==> config.mk <==
export PLATFORM = sky130hd
export DESIGN_NAME = muladd_mult
export DESIGN_NICKNAME = d
export VERILOG_FILES = /design/src/rtl/muladd_mult.sv
export SDC_FILE = /design/constraint.sdc
export NUM_CORES = 1
export LEC_CHECK = 0
export CAP_MARGIN = 30
export CORE_MARGIN = 1.5
export CORE_UTILIZATION = 54
export DETAILED_ROUTE_END_ITERATION = 10
export PLACE_DENSITY = 0.85
export SLEW_MARGIN = 30
export SYNTH_ARGS = -nofsm -noshare
export SYNTH_HDL_FRONTEND = slang
export SYNTH_SLANG_ARGS = --single-unit
==> constraint.sdc <==
create_clock -name vclk -period 28.8
set_input_delay 8.64 -clock vclk [all_inputs]
set_output_delay 8.64 -clock vclk [all_outputs]
set_load 0.02 [all_outputs]
==> src/rtl/muladd_mult.sv <==
// muladd_mult: gated two-operand adder plus a signed multiplier.
//
// Sum    = (EnA ? A : 0) + (EnB ? B : 0), modulo 2^WIDTH.
// Prod2x = exact signed A*B (2*WIDTH bits), Prod = Prod2x[WIDTH-1:0].
//
// The product is built from explicit sign-extended partial products that are
// accumulated with ripple-carry adders. The row for B's sign bit carries a
// negative weight, so it is subtracted (added in two's complement) rather
// than added.
//
// Build option:
//   MULADD_MULT_OUTREG_EN  defined   -> outputs registered on rising Clock,
//                                       1-cycle latency, async clear on nReset.
//   MULADD_MULT_OUTREG_EN  undefined -> purely combinational, Clock and nReset
//                                       are ignored (tying both low is legal).
module muladd_mult #(
  parameter int WIDTH = 8
) (
  input  logic                 Clock,
  input  logic                 nReset,
  input  logic [WIDTH-1:0]     A,
  input  logic [WIDTH-1:0]     B,
  input  logic                 EnA,
  input  logic                 EnB,
  output logic [WIDTH-1:0]     Sum,
  output logic [WIDTH-1:0]     Prod,
  output logic [2*WIDTH-1:0]   Prod2x
);

  localparam int PW = 2 * WIDTH;

  // ---------------------------------------------------------------------------
  // Adder helpers: bit-level ripple-carry adders built from full-adder cells.
  // ---------------------------------------------------------------------------

  // WIDTH-bit ripple-carry adder; the final carry is dropped so the result wraps.
  function automatic logic [WIDTH-1:0] add_w(
    input logic [WIDTH-1:0] x,
    input logic [WIDTH-1:0] y
  );
    logic             c;
    logic [WIDTH-1:0] s;
    c = 1'b0;
    s = {WIDTH{1'b0}};
    for (int i = 0; i < WIDTH; i++) begin
      s[i] = x[i] ^ y[i] ^ c;
      c    = (x[i] & y[i]) | (c & (x[i] ^ y[i]));
    end
    return s;
  endfunction

  // 2*WIDTH-bit ripple-carry adder with carry-in (carry-in = 1 with an
  // inverted operand performs subtraction).
  function automatic logic [PW-1:0] add_p(
    input logic [PW-1:0] x,
    input logic [PW-1:0] y,
    input logic          cin
  );
    logic          c;
    logic [PW-1:0] s;
    c = cin;
    s = {PW{1'b0}};
    for (int i = 0; i < PW; i++) begin
      s[i] = x[i] ^ y[i] ^ c;
      c    = (x[i] & y[i]) | (c & (x[i] ^ y[i]));
    end
    return s;
  endfunction

  // ---------------------------------------------------------------------------
  // Gated adder path
  // ---------------------------------------------------------------------------
  logic [WIDTH-1:0] term_a_s;
  logic [WIDTH-1:0] term_b_s;
  logic [WIDTH-1:0] sum_s;

  // Gate each operand into the adder; a disabled term contributes zero.
  always_comb begin
    term_a_s = {WIDTH{1'b0}};
    term_b_s = {WIDTH{1'b0}};
    if (EnA) begin
      term_a_s = A;
    end else begin
      term_a_s = {WIDTH{1'b0}};
    end
    if (EnB) begin
      term_b_s = B;
    end else begin
      term_b_s = {WIDTH{1'b0}};
    end
  end

  assign sum_s = add_w(term_a_s, term_b_s);

  // ---------------------------------------------------------------------------
  // Signed multiplier path (independent of EnA/EnB)
  // ---------------------------------------------------------------------------
  logic [PW-1:0] a_ext_s;
  logic [PW-1:0] pp_s [WIDTH];
  logic [PW-1:0] prod_s;

  // A sign-extended to the full product width so every row is already signed.
  assign a_ext_s = {{WIDTH{A[WIDTH-1]}}, A};

  // One partial-product row per bit of B: shifted A when the bit is set.
  for (genvar gi = 0; gi < WIDTH; gi++) begin : g_pp
    assign pp_s[gi] = B[gi] ? (a_ext_s << gi) : {PW{1'b0}};
  end

  // Accumulate the rows; B's MSB row has weight -2^(WIDTH-1) and is subtracted.
  always_comb begin
    logic [PW-1:0] acc;
    acc = {PW{1'b0}};
    for (int i = 0; i < WIDTH; i++) begin
      if (i == WIDTH - 1) begin
        acc = add_p(acc, ~pp_s[i], 1'b1);
      end else begin
        acc = add_p(acc, pp_s[i], 1'b0);
      end
    end
    prod_s = acc;
  end

  // ---------------------------------------------------------------------------
  // Output stage
  // ---------------------------------------------------------------------------
`ifdef MULADD_MULT_OUTREG_EN

  logic [WIDTH-1:0] sum_r;
  logic [WIDTH-1:0] prod_r;
  logic [PW-1:0]    prod2x_r;

  // Output registers: async clear drops any pending result, else capture.
  always_ff @(posedge Clock or negedge nReset) begin
    if (!nReset) begin
      sum_r    <= {WIDTH{1'b0}};
      prod_r   <= {WIDTH{1'b0}};
      prod2x_r <= {PW{1'b0}};
    end else begin
      sum_r    <= sum_s;
      prod_r   <= prod_s[WIDTH-1:0];
      prod2x_r <= prod_s;
    end
  end

  assign Sum    = sum_r;
  assign Prod   = prod_r;
  assign Prod2x = prod2x_r;

`else

  // Clock and reset are not used by the combinational build.
  logic unused_clk_rst_s;
  assign unused_clk_rst_s = Clock ^ nReset;

  assign Sum    = sum_s;
  assign Prod   = prod_s[WIDTH-1:0];
  assign Prod2x = prod_s;

`endif

endmodule

==> metrics.txt <==
# TYPE chip_impl_metric gauge
chip_impl_metric{name="finish.net_count",unit=""} 339
chip_impl_metric{name="final_antenna_diode_count",unit=""} 0
chip_impl_metric{name="placement_rows",unit=""} 23
chip_impl_metric{name="io_pins",unit=""} 52
chip_impl_metric{name="drtPass1Iterations",unit=""} 4
chip_impl_info{name="hold_class",value="input port to output pin"} 1
chip_impl_info{name="timing.critical_path.mode_cell",value="sky130_fd_sc_hd__fa_1"} 1
chip_impl_info{name="critPathLaunch",value="B[1]"} 1
chip_impl_metric{name="synth_area",unit="um^2"} 2250
chip_impl_metric{name="num_vias",unit=""} 1461
chip_impl_metric{name="syn_avg_cell_area",unit="um^2"} 11.2
chip_impl_metric{name="max_clk_rate",unit="GHz"} 0.0356
chip_impl_metric{name="synthesis.instances",unit=""} 201
chip_impl_metric{name="gp_congestion",unit=""} 0.736
chip_impl_info{name="critical_path.slowest_cell",value="sky130_fd_sc_hd__clkdlybuf4s50_1"} 1
chip_impl_metric{name="mappedNetlistNets",unit=""} 299
chip_impl_metric{name="drtAntennaViolNets",unit=""} 0
chip_impl_info{name="crit_path_to",value="Prod2x[15]"} 1
chip_impl_metric{name="arrival_time_reported_for_the_critical_path_endpoint",unit="ns"} 19.43
chip_impl_metric{name="dpl.hpwl",unit="um"} 3470
chip_impl_metric{name="placement.io_buffers",unit=""} 50
chip_impl_info{name="cp-end-kind",value="output pin"} 1
chip_impl_metric{name="critical_path.n_buffers_inverters",unit=""} 4
chip_impl_metric{name="timing.setup.tns",unit="ns"} 0
chip_impl_metric{name="flops_and_latches",unit=""} 0
chip_impl_metric{name="maxSlewHeadroom",unit="%"} 73.1
chip_impl_info{name="status",value="finished clean"} 1
chip_impl_info{name="worstSetupPathType",value="input port to output pin"} 1
chip_impl_metric{name="finalSetupViolations",unit=""} 0
chip_impl_metric{name="track_usage",unit="%"} 19.1
chip_impl_metric{name="route.detailed.wl_per_inst",unit="um"} 12.8
chip_impl_info{name="family_with_the_most_delay_on_the_worst_path",value="adder cells"} 1
chip_impl_metric{name="fp.coreArea",unit="um^2"} 4000
chip_impl_metric{name="critical_path_peak_fanout",unit=""} 9
chip_impl_metric{name="ys_seq_area_share",unit="%"} 0
chip_impl_metric{name="max_cap_violations",unit=""} 0
chip_impl_metric{name="die_area",unit="um^2"} 4570
chip_impl_info{name="rsz0062_at_grt",value="false"} 1
chip_impl_info{name="timing.critical_path.from_type",value="input port"} 1
chip_impl_metric{name="area.growth.synth_to_final",unit="%"} 21.4
chip_impl_metric{name="grt_antenna_before_repair",unit=""} 0
chip_impl_metric{name="post_drt_via_cell_ratio",unit=""} 5.06
chip_impl_metric{name="shortest_clock_period_the_worst_path_allows_after_layout",unit="ns"} 28.07
chip_impl_metric{name="min_period_over_period",unit="%"} 97.5
chip_impl_metric{name="grt_pass1_vias",unit=""} 1672
chip_impl_metric{name="drive_gt1_share",unit="%"} 4.18
chip_impl_metric{name="drc",unit=""} 0
chip_impl_metric{name="worst_path_required",unit="ns"} 20.16
chip_impl_metric{name="grt_remaining_overflow",unit=""} 0
chip_impl_metric{name="pin_count_of_the_biggest_net_entering_global_routing",unit=""} 11
chip_impl_metric{name="worst-slew-pin-transition",unit="ns"} 0.402
chip_impl_metric{name="ys_types",unit=""} 15
chip_impl_metric{name="finalMaxSlewViolations",unit=""} 0
chip_impl_metric{name="detailedRoute.firstIterationViolations",unit=""} 37
chip_impl_metric{name="total_count_of_hold_check_failures_in_the_final_report",unit=""} 0
chip_impl_metric{name="timing.critical_path.slowest_cell_delay",unit="ns"} 0.65
chip_impl_metric{name="final.clkbuf_count",unit=""} 0
chip_impl_metric{name="die_height",unit="um"} 67.6
chip_impl_metric{name="cts_resized",unit=""} 0
chip_impl_metric{name="ctsHoldBuffers",unit=""} 0
chip_impl_metric{name="area.sequential",unit="um^2"} 0
chip_impl_metric{name="cp_num_cells",unit=""} 29
chip_impl_metric{name="finalWirelength",unit="um"} 3710
chip_impl_metric{name="die_x",unit="um"} 67.6
chip_impl_metric{name="postCtsSetupBuffers",unit=""} 0
chip_impl_metric{name="synth_warnings",unit=""} 0
chip_impl_metric{name="initial_core_util",unit="%"} 56.3
chip_impl_metric{name="grt_pass1_wl",unit="um"} 6840
[layout make-up]
cell class | count | area, um^2
inverters | 18 | 67.6
fillers | 319 | 1270
well taps | 50 | 62.6
repair buffers | 50 | 500
multi-input cells | 171 | 2100
[metal layers]
layer | up-vias | share of wire, % | GRT usage (%)
met2 | 25 | 62 | 39.0
met1 | 773 | 36 | 22.6
li1 | 663 | - | -
met5 | - | 0 | 0
met3 | 0 | 2.8 | 0.500
met4 | 0 | 0 | 2.55
[tightest hold or removal path, stage by stage]
cell and delay (ns):
sky130_fd_sc_hd__clkdlybuf4s50_1 0.57, sky130_fd_sc_hd__nand2_1 0.14, sky130_fd_sc_hd__xnor2_1 0.07, sky130_fd_sc_hd__clkdlybuf4s50_1 0.53
[synthesized netlist by cell type]
master                     number  area, um^2
sky130_fd_sc_hd__and2_2         8        60.1
sky130_fd_sc_hd__buf_4          9        67.6
sky130_fd_sc_hd__and2_1        49         307
sky130_fd_sc_hd__xnor2_2        1        16.3
sky130_fd_sc_hd__xnor3_1        2        45.0
sky130_fd_sc_hd__inv_1         18        67.6
sky130_fd_sc_hd__xnor2_1        8        70.1
sky130_fd_sc_hd__clkbuf_2       1        5.00
sky130_fd_sc_hd__ha_1           8         100
sky130_fd_sc_hd__clkbuf_1       1        3.75
sky130_fd_sc_hd__and2_4         1        8.76
sky130_fd_sc_hd__fa_1          70        1400
sky130_fd_sc_hd__xor2_1         1        8.76
sky130_fd_sc_hd__nand2_1       23        86.3
sky130_fd_sc_hd__buf_2          1        5.00
[through the flow]
| stage | instances | area [um^2] | hold slack [ns] | worst slack (ns) | util, % |
|---|---|---|---|---|---|
| CTS | 289 | 2730 | 18.60 | 0.615 | 68.3 |
| global route | 289 | 2730 | 18.62 | 0.249 | 68.3 |
| floorplan | 201 | 2250 | 17.47 | 1.93 | - |
| global placement | 289 | 2730 | 18.58 | 0.818 | 68.3 |
| detailed placement | 289 | 2730 | 18.59 | 0.632 | 68.3 |
| finish | 289 | 2730 | 18.59 | 0.728 | 68.3 |
[cell usage in the layout (no fill, tap or decap)]
cell type	synthesis	final
sky130_fd_sc_hd__and2_1	49	49
sky130_fd_sc_hd__xor2_1	1	1
sky130_fd_sc_hd__and2_2	8	8
sky130_fd_sc_hd__ha_1	8	8
sky130_fd_sc_hd__xnor2_1	8	8
sky130_fd_sc_hd__inv_1	18	18
sky130_fd_sc_hd__fa_1	70	70
sky130_fd_sc_hd__nand2_1	23	23
sky130_fd_sc_hd__clkdlybuf4s50_1	0	50
sky130_fd_sc_hd__and2_4	1	1
sky130_fd_sc_hd__xnor3_1	2	2
sky130_fd_sc_hd__xnor2_2	1	1
[how the worst min path moves through the flow]
stage / cells past startpoint / endpoint / from
floorplan: 1 / Prod[0] / A[0]
global placement: 3 / Prod2x[0] / A[0]
detailed placement: 4 / Prod2x[15] / A[7]
CTS: 4 / Prod2x[15] / A[7]
global route: 3 / Prod[0] / A[0]
finish: 4 / Prod2x[15] / A[7]
[kinds of logic after synthesis]
family        after synthesis  synth area share, %
xor+xnor                   12                 6.22
fa+ha+maj                  78                 66.7
buf+inv                    30                 6.61
simple gates               81                 20.5
Power is not shown: default switching activity piles up to over one toggle a cycle in this logic, so the estimate is an artifact.
